--- config.mk ---
export PLATFORM = sky130hd
export DESIGN_NAME = machine_reset_seq
export DESIGN_NICKNAME = d
export VERILOG_FILES = /design/src/rtl/machine_reset_seq.sv
export SDC_FILE = /design/constraint.sdc
export NUM_CORES = 1
export LEC_CHECK = 0
export ABC_AREA = 0
export BUFFER_PORTS_ARGS = -buffer_cell sky130_fd_sc_hd__buf_2
export CORE_ASPECT_RATIO = 0.5
export CORE_MARGIN = 10
export CORE_UTILIZATION = 45
export DETAILED_ROUTE_END_ITERATION = 10
export GPL_ROUTABILITY_DRIVEN = 0
export SLEW_MARGIN = 30
export SYNTH_ARGS = -nofsm -noshare
export SYNTH_HDL_FRONTEND = slang
export SYNTH_SLANG_ARGS = --single-unit
--- constraint.sdc ---
create_clock -name clk -period 2.6 [get_ports clk]
set_input_delay 0.52 -clock clk [delete_from_list [all_inputs] [get_ports clk]]
set_output_delay 0.52 -clock clk [all_outputs]
set_load 0.005 [all_outputs]
--- src/rtl/machine_reset_seq.sv ---
// rtl/machine_reset_seq.sv - reset sequencer: synchronised request, timed pulse, delayed copy, hold-off
// Power-on behaves like a pulse in progress; retriggers arriving during hold-off are folded into one.
module machine_reset_seq #(
   parameter int SYNC_STAGES    = 2,
   parameter int PULSE_CYCLES   = 16,
   parameter int RELEASE_DELAY  = 4,
   parameter int HOLDOFF_CYCLES = 1024
) (
   input  logic       clk,
   input  logic       reset_n,
   input  logic       trigger_in,
   input  logic       level_mode,
   output logic       reset_out,
   output logic       reset_out_dly,
   output logic       busy,
   output logic [7:0] pulse_count
);

   localparam int MAX_CYCLES = (PULSE_CYCLES > HOLDOFF_CYCLES) ? PULSE_CYCLES : HOLDOFF_CYCLES;
   localparam int CW = $clog2(MAX_CYCLES + 1);
   localparam int DW = (RELEASE_DELAY > 0) ? RELEASE_DELAY : 1;
   localparam logic [CW-1:0] PULSE_LOAD   = CW'(PULSE_CYCLES - 1);
   localparam logic [CW-1:0] HOLDOFF_LOAD = CW'(HOLDOFF_CYCLES - 1);

   typedef enum logic [1:0] {IDLE, ASSERT, HOLD, HOLDOFF} state_t;

   logic [SYNC_STAGES-1:0] sync_q, sync_d;
   logic                   trig_q, trig_d;
   logic                   trig_s, trig_edge;
   state_t                 state_q, state_d;
   logic [CW-1:0]          cnt_q, cnt_d;
   logic                   pending_q, pending_d;
   logic                   reset_out_q, reset_out_d;
   logic                   busy_q, busy_d;
   logic [7:0]             count_q, count_d;
   logic [DW-1:0]          dly_q, dly_d;

   always_comb begin
      sync_d    = {sync_q[SYNC_STAGES-2:0], trigger_in};
      trig_s    = sync_q[SYNC_STAGES-1];
      trig_d    = trig_s;
      trig_edge = trig_s & ~trig_q;

      state_d   = state_q;
      cnt_d     = cnt_q;
      pending_d = pending_q;
      count_d   = count_q;

      case (state_q)
         IDLE: begin
            pending_d = 1'b0;
            if (trig_edge) begin
               state_d = ASSERT;
               cnt_d   = PULSE_LOAD;
               count_d = count_q + 8'd1;
            end
         end
         ASSERT: begin
            pending_d = 1'b0;
            if (cnt_q == '0) begin
               if (level_mode && trig_s) begin
                  state_d = HOLD;
               end else begin
                  state_d = HOLDOFF;
                  cnt_d   = HOLDOFF_LOAD;
               end
            end else begin
               cnt_d = cnt_q - CW'(1);
            end
         end
         HOLD: begin
            pending_d = 1'b0;
            if (!trig_s) begin
               state_d = HOLDOFF;
               cnt_d   = HOLDOFF_LOAD;
            end
         end
         HOLDOFF: begin
            // An edge on the final quiet cycle still counts as a retrigger.
            if (cnt_q == '0) begin
               pending_d = 1'b0;
               if (pending_q || trig_edge) begin
                  state_d = ASSERT;
                  cnt_d   = PULSE_LOAD;
                  count_d = count_q + 8'd1;
               end else begin
                  state_d = IDLE;
               end
            end else begin
               cnt_d = cnt_q - CW'(1);
               if (trig_edge) pending_d = 1'b1;
            end
         end
         default: state_d = IDLE;
      endcase

      reset_out_d = (state_d == ASSERT) || (state_d == HOLD);
      busy_d      = (state_d != IDLE);
      dly_d       = DW'({dly_q, reset_out_q});
   end

   always_ff @(posedge clk or negedge reset_n) begin
      if (!reset_n) begin
         sync_q      <= '0;
         trig_q      <= 1'b0;
         state_q     <= ASSERT;
         cnt_q       <= PULSE_LOAD;
         pending_q   <= 1'b0;
         reset_out_q <= 1'b1;
         busy_q      <= 1'b1;
         count_q     <= 8'd0;
         dly_q       <= '1;
      end else begin
         sync_q      <= sync_d;
         trig_q      <= trig_d;
         state_q     <= state_d;
         cnt_q       <= cnt_d;
         pending_q   <= pending_d;
         reset_out_q <= reset_out_d;
         busy_q      <= busy_d;
         count_q     <= count_d;
         dly_q       <= dly_d;
      end
   end

   assign reset_out     = reset_out_q;
   assign reset_out_dly = (RELEASE_DELAY == 0) ? reset_out_q : dly_q[DW-1];
   assign busy          = busy_q;
   assign pulse_count   = count_q;

endmodule

==> results.py <==
metrics = {
    "cts": {
        "cts_buffers": 5,
        "cts-htree-levels": 2,
        "clock-root-buffer": "clkbuf_8",
        "max-clock-path-buffers": 2,
        "clkTransAtPathRegs_ps": 70,
        "post_cts_resized": 0,
        "clk-insertion-delay-late_ps": 280,
        "holdBufCountCts": 0,
        "cts_tree": "yes",
        "cts_setup_buffers": 0,
        "clock-sinks": 31,
    },
    "setup_path": {
        "critPathCaptureType": "register",
        "r2r-start": "cnt_q[1]$_DFFE_PN1P_",
        "crit_path_start_kind": "register",
        "crit_required_ps": 2770,
        "worstSetupPathType": "register to register",
        "cp-startpoint": "cnt_q[1]$_DFFE_PN1P_",
        "critical_path.max_fanout": 12,
        "arrival_ps": 2340,
    },
    "route": {
        "vias_per_cell": 5.42,
        "num_vias": 1067,
        "wl_per_cell_um": 15.3,
        "ant_nets": 0,
        "drt-initial-drc-count": 45,
        "drt-pass1-iter-count": 4,
        "routed_wl_um": 3010,
        "drc": 0,
    },
    "die": {
        "die-area_sq_um": 6220,
        "initial_core_util_pct": 48.7,
        "io_pins": 15,
        "coreArea_sq_um": 3100,
        "chipWidth_um": 102,
        "row_count": 14,
        "die_h_um": 61.0,
    },
    "place": {
        "dpl.hpwl_um": 2130,
        "numPortBuffers": 14,
    },
    "timing": {
        "fmax_mhz": 461,
        "fin_crit_sh_pct": 83.4,
        "holdWs_ps": 263,
        "hold_viol": 0,
        "skew_ps": 5.71,
        "relSlewSlack_pct": 55.3,
        "finalSetupTns_ps": 0,
        "setup_violations": 0,
        "tightest_slew_ps": 670,
        "drv_slew": 0,
        "rsz0062_at_grt": "no",
        "post-route-min-period_ps": 2170,
    },
    "global_route": {
        "grt_antenna_before_repair": 0,
        "grt_use_total_pct": 10.6,
        "grt_max_degree": 32,
        "overflow": 0,
        "met1_usage_pct": 14.1,
        "use_met3_pct": 4.42,
        "grt_pass1_vias": 1078,
        "grtUsageMet2_pct": 15.1,
        "grt_busiest_layer": "met2",
        "grt_pass1_wl_um": 5080,
    },
    "synth": {
        "avgSynthCellArea_sq_um": 11.0,
        "synth_area_sq_um": 1510,
        "yosysSeqAreaShare_pct": 52.2,
        "synth_cell_type_count": 37,
        "synth_nets": 145,
        "ys_seq_elements": 31,
        "syn_inst": 137,
        "yosys_warnings": 0,
    },
    "finish": {
        "drive_gt1_share_pct": 25.5,
        "diodes": 0,
        "fin_nets": 164,
        "syn_to_final_growth_pct": 13.6,
        "nFillCells": 277,
    },
    "power": {
        "power.leakage_nw": 0.756,
        "ir_worst_vdd_mv": 0.368,
        "p_per_area_nw_per_um2": 514,
    },
    "flow_run": {
        "cap_violations": 0,
    },
    "outcome": {
        "outcome": "finished clean",
    },
    "worst_hold_path": {
        "hold_path_class": "input pin to asynchronous set/reset pin",
    },
}
-- metal layers --
layer	wire (um)	share of wire, %
met3	141	4.7
met1	1570	52
met2	1280	42
met4	23	0.76
met5	0	0
-- area by class of cell --
cell class | count | area (sq um) | area share [%]
multi-input cells | 95 | 681 | 39.7
flip-flops and latches | 31 | 790 | 46.0
clock inverters | 3 | 20.0 | 1.17
repair buffers | 15 | 77.6 | 4.52
well taps | 40 | 50.0 | 2.92
inverters | 8 | 30.0 | 1.75
clock buffers | 5 | 68.8 | 4.01
-- worst max-delay path, stage by stage, from the launching register on --
cell and delay [ps]:
dfstp_2 380, inv_1 90, ha_1 140, nor2b_1 290, nand3_2 300, o32ai_4 500, mux2_1 360
-- logic make-up (layout without fill, tap and decap cells) --
group / count (synthesis) / count (layout) / share of synthesized area, %
AOI/OAI and AO/OA: 33 / 33 / 16.2
xor gates and xnor gates: 8 / 8 / 4.64
adders and majority gates: 4 / 4 / 3.31
buffers and inverters: 11 / 31 / 2.73
DFF: 31 / 31 / 52.2
muxes: 4 / 4 / 2.73
and+or+nand+nor: 46 / 46 / 18.1
-- placed cells by master (no fill, tap or decap), types with 4 or more instances in the layout --
cell type  netlist  final
a21oi_1          4      4
buf_2            0     14
nor2_1           8      8
dfstp_2         11     11
clkbuf_8         0      5
inv_1            8      8
ha_1             4      4
nand2_1         11     11
and3_1           4      4
dfrtp_1         20     20
o2bb2ai_1        6      6
nand4_1          5      5
xnor2_1          6      6
o21ai_0          9      9
-- sequential cells by signal, summed over array words and instances (netlist names) --
signal	cells
dly_q	4
cnt_q	11
pulse_count	8
pending_q	1
state_q	2
reset_out	1
busy	1
sync_q	2
trig_q	1
-- stage by stage --
| step | area, sq um | instances | setup slack (ps) | util, % | power [mW] |
|---|---|---|---|---|---|
| after global placement | 1630 | 189 | 507 | 52.5 | 0.513 |
| after detailed placement | 1630 | 189 | 444 | 52.5 | 0.513 |
| after global routing | 1720 | 197 | 262 | 55.4 | 0.919 |
| final | 1720 | 197 | 431 | 55.4 | 0.882 |
| after CTS | 1720 | 197 | 429 | 55.4 | 0.896 |
| after floorplan | 1510 | 137 | 790 | - | 0.501 |
-- power by group --
part | leakage, nW | internal [mW] | switching (mW)
registers | 0.362 | 0.485 | 0.00100
logic | 0.354 | 0.00432 | 0.0131
clock network | 0.0402 | 0.186 | 0.192
-- synthesized netlist by cell type, drive strengths merged --
library cell | instances | share of area (%)
and2 | 2 | 0.83
a21o | 1 | 0.50
nand3 | 4 | 1.7
and3b | 1 | 0.58
o2bb2ai | 7 | 4.5
nand2b | 1 | 0.41
mux2i | 3 | 2.0
clkbuf | 3 | 0.74
and3 | 4 | 1.7
nor4 | 2 | 2.8
nor2b | 1 | 0.41
o31ai | 1 | 0.50
a21oi | 4 | 1.3
nand2 | 11 | 2.7
a41oi | 2 | 1.2
nor3b | 1 | 0.50
and4 | 1 | 0.58
inv | 8 | 2.0
xor2 | 2 | 1.2
xnor2 | 6 | 3.5
nor3 | 3 | 0.99
o21ai | 11 | 3.6
mux2 | 1 | 0.74
ha | 4 | 3.3
o32ai | 1 | 1.8
a21boi | 2 | 0.99
nand3b | 1 | 0.50
nand4 | 5 | 2.1
dfrtp | 20 | 33
a32oi | 1 | 0.58
a31oi | 3 | 1.2
nor2 | 8 | 2.0
or2 | 1 | 0.41
dfstp | 11 | 19
-- path summary, 6_finish.rpt --
check | end | slack [ps] | cells after the start
max | pulse_count[1]$_DFFE_PN0P_ | 430 | 6
min | cnt_q[4]$_DFFE_PN0P_ | 260 | 1
max reg2reg | pulse_count[1]$_DFFE_PN0P_ | 430 | 6
min reg2reg | sync_q[1]$_DFF_PN0_ | 360 | 0
max in group asynchronous | cnt_q[10]$_DFFE_PN0P_ | 1900 | 1
min in group clk | sync_q[0]$_DFF_PN0_ | 340 | 1
No activity file was read; power rests on OpenSTA's default activity.
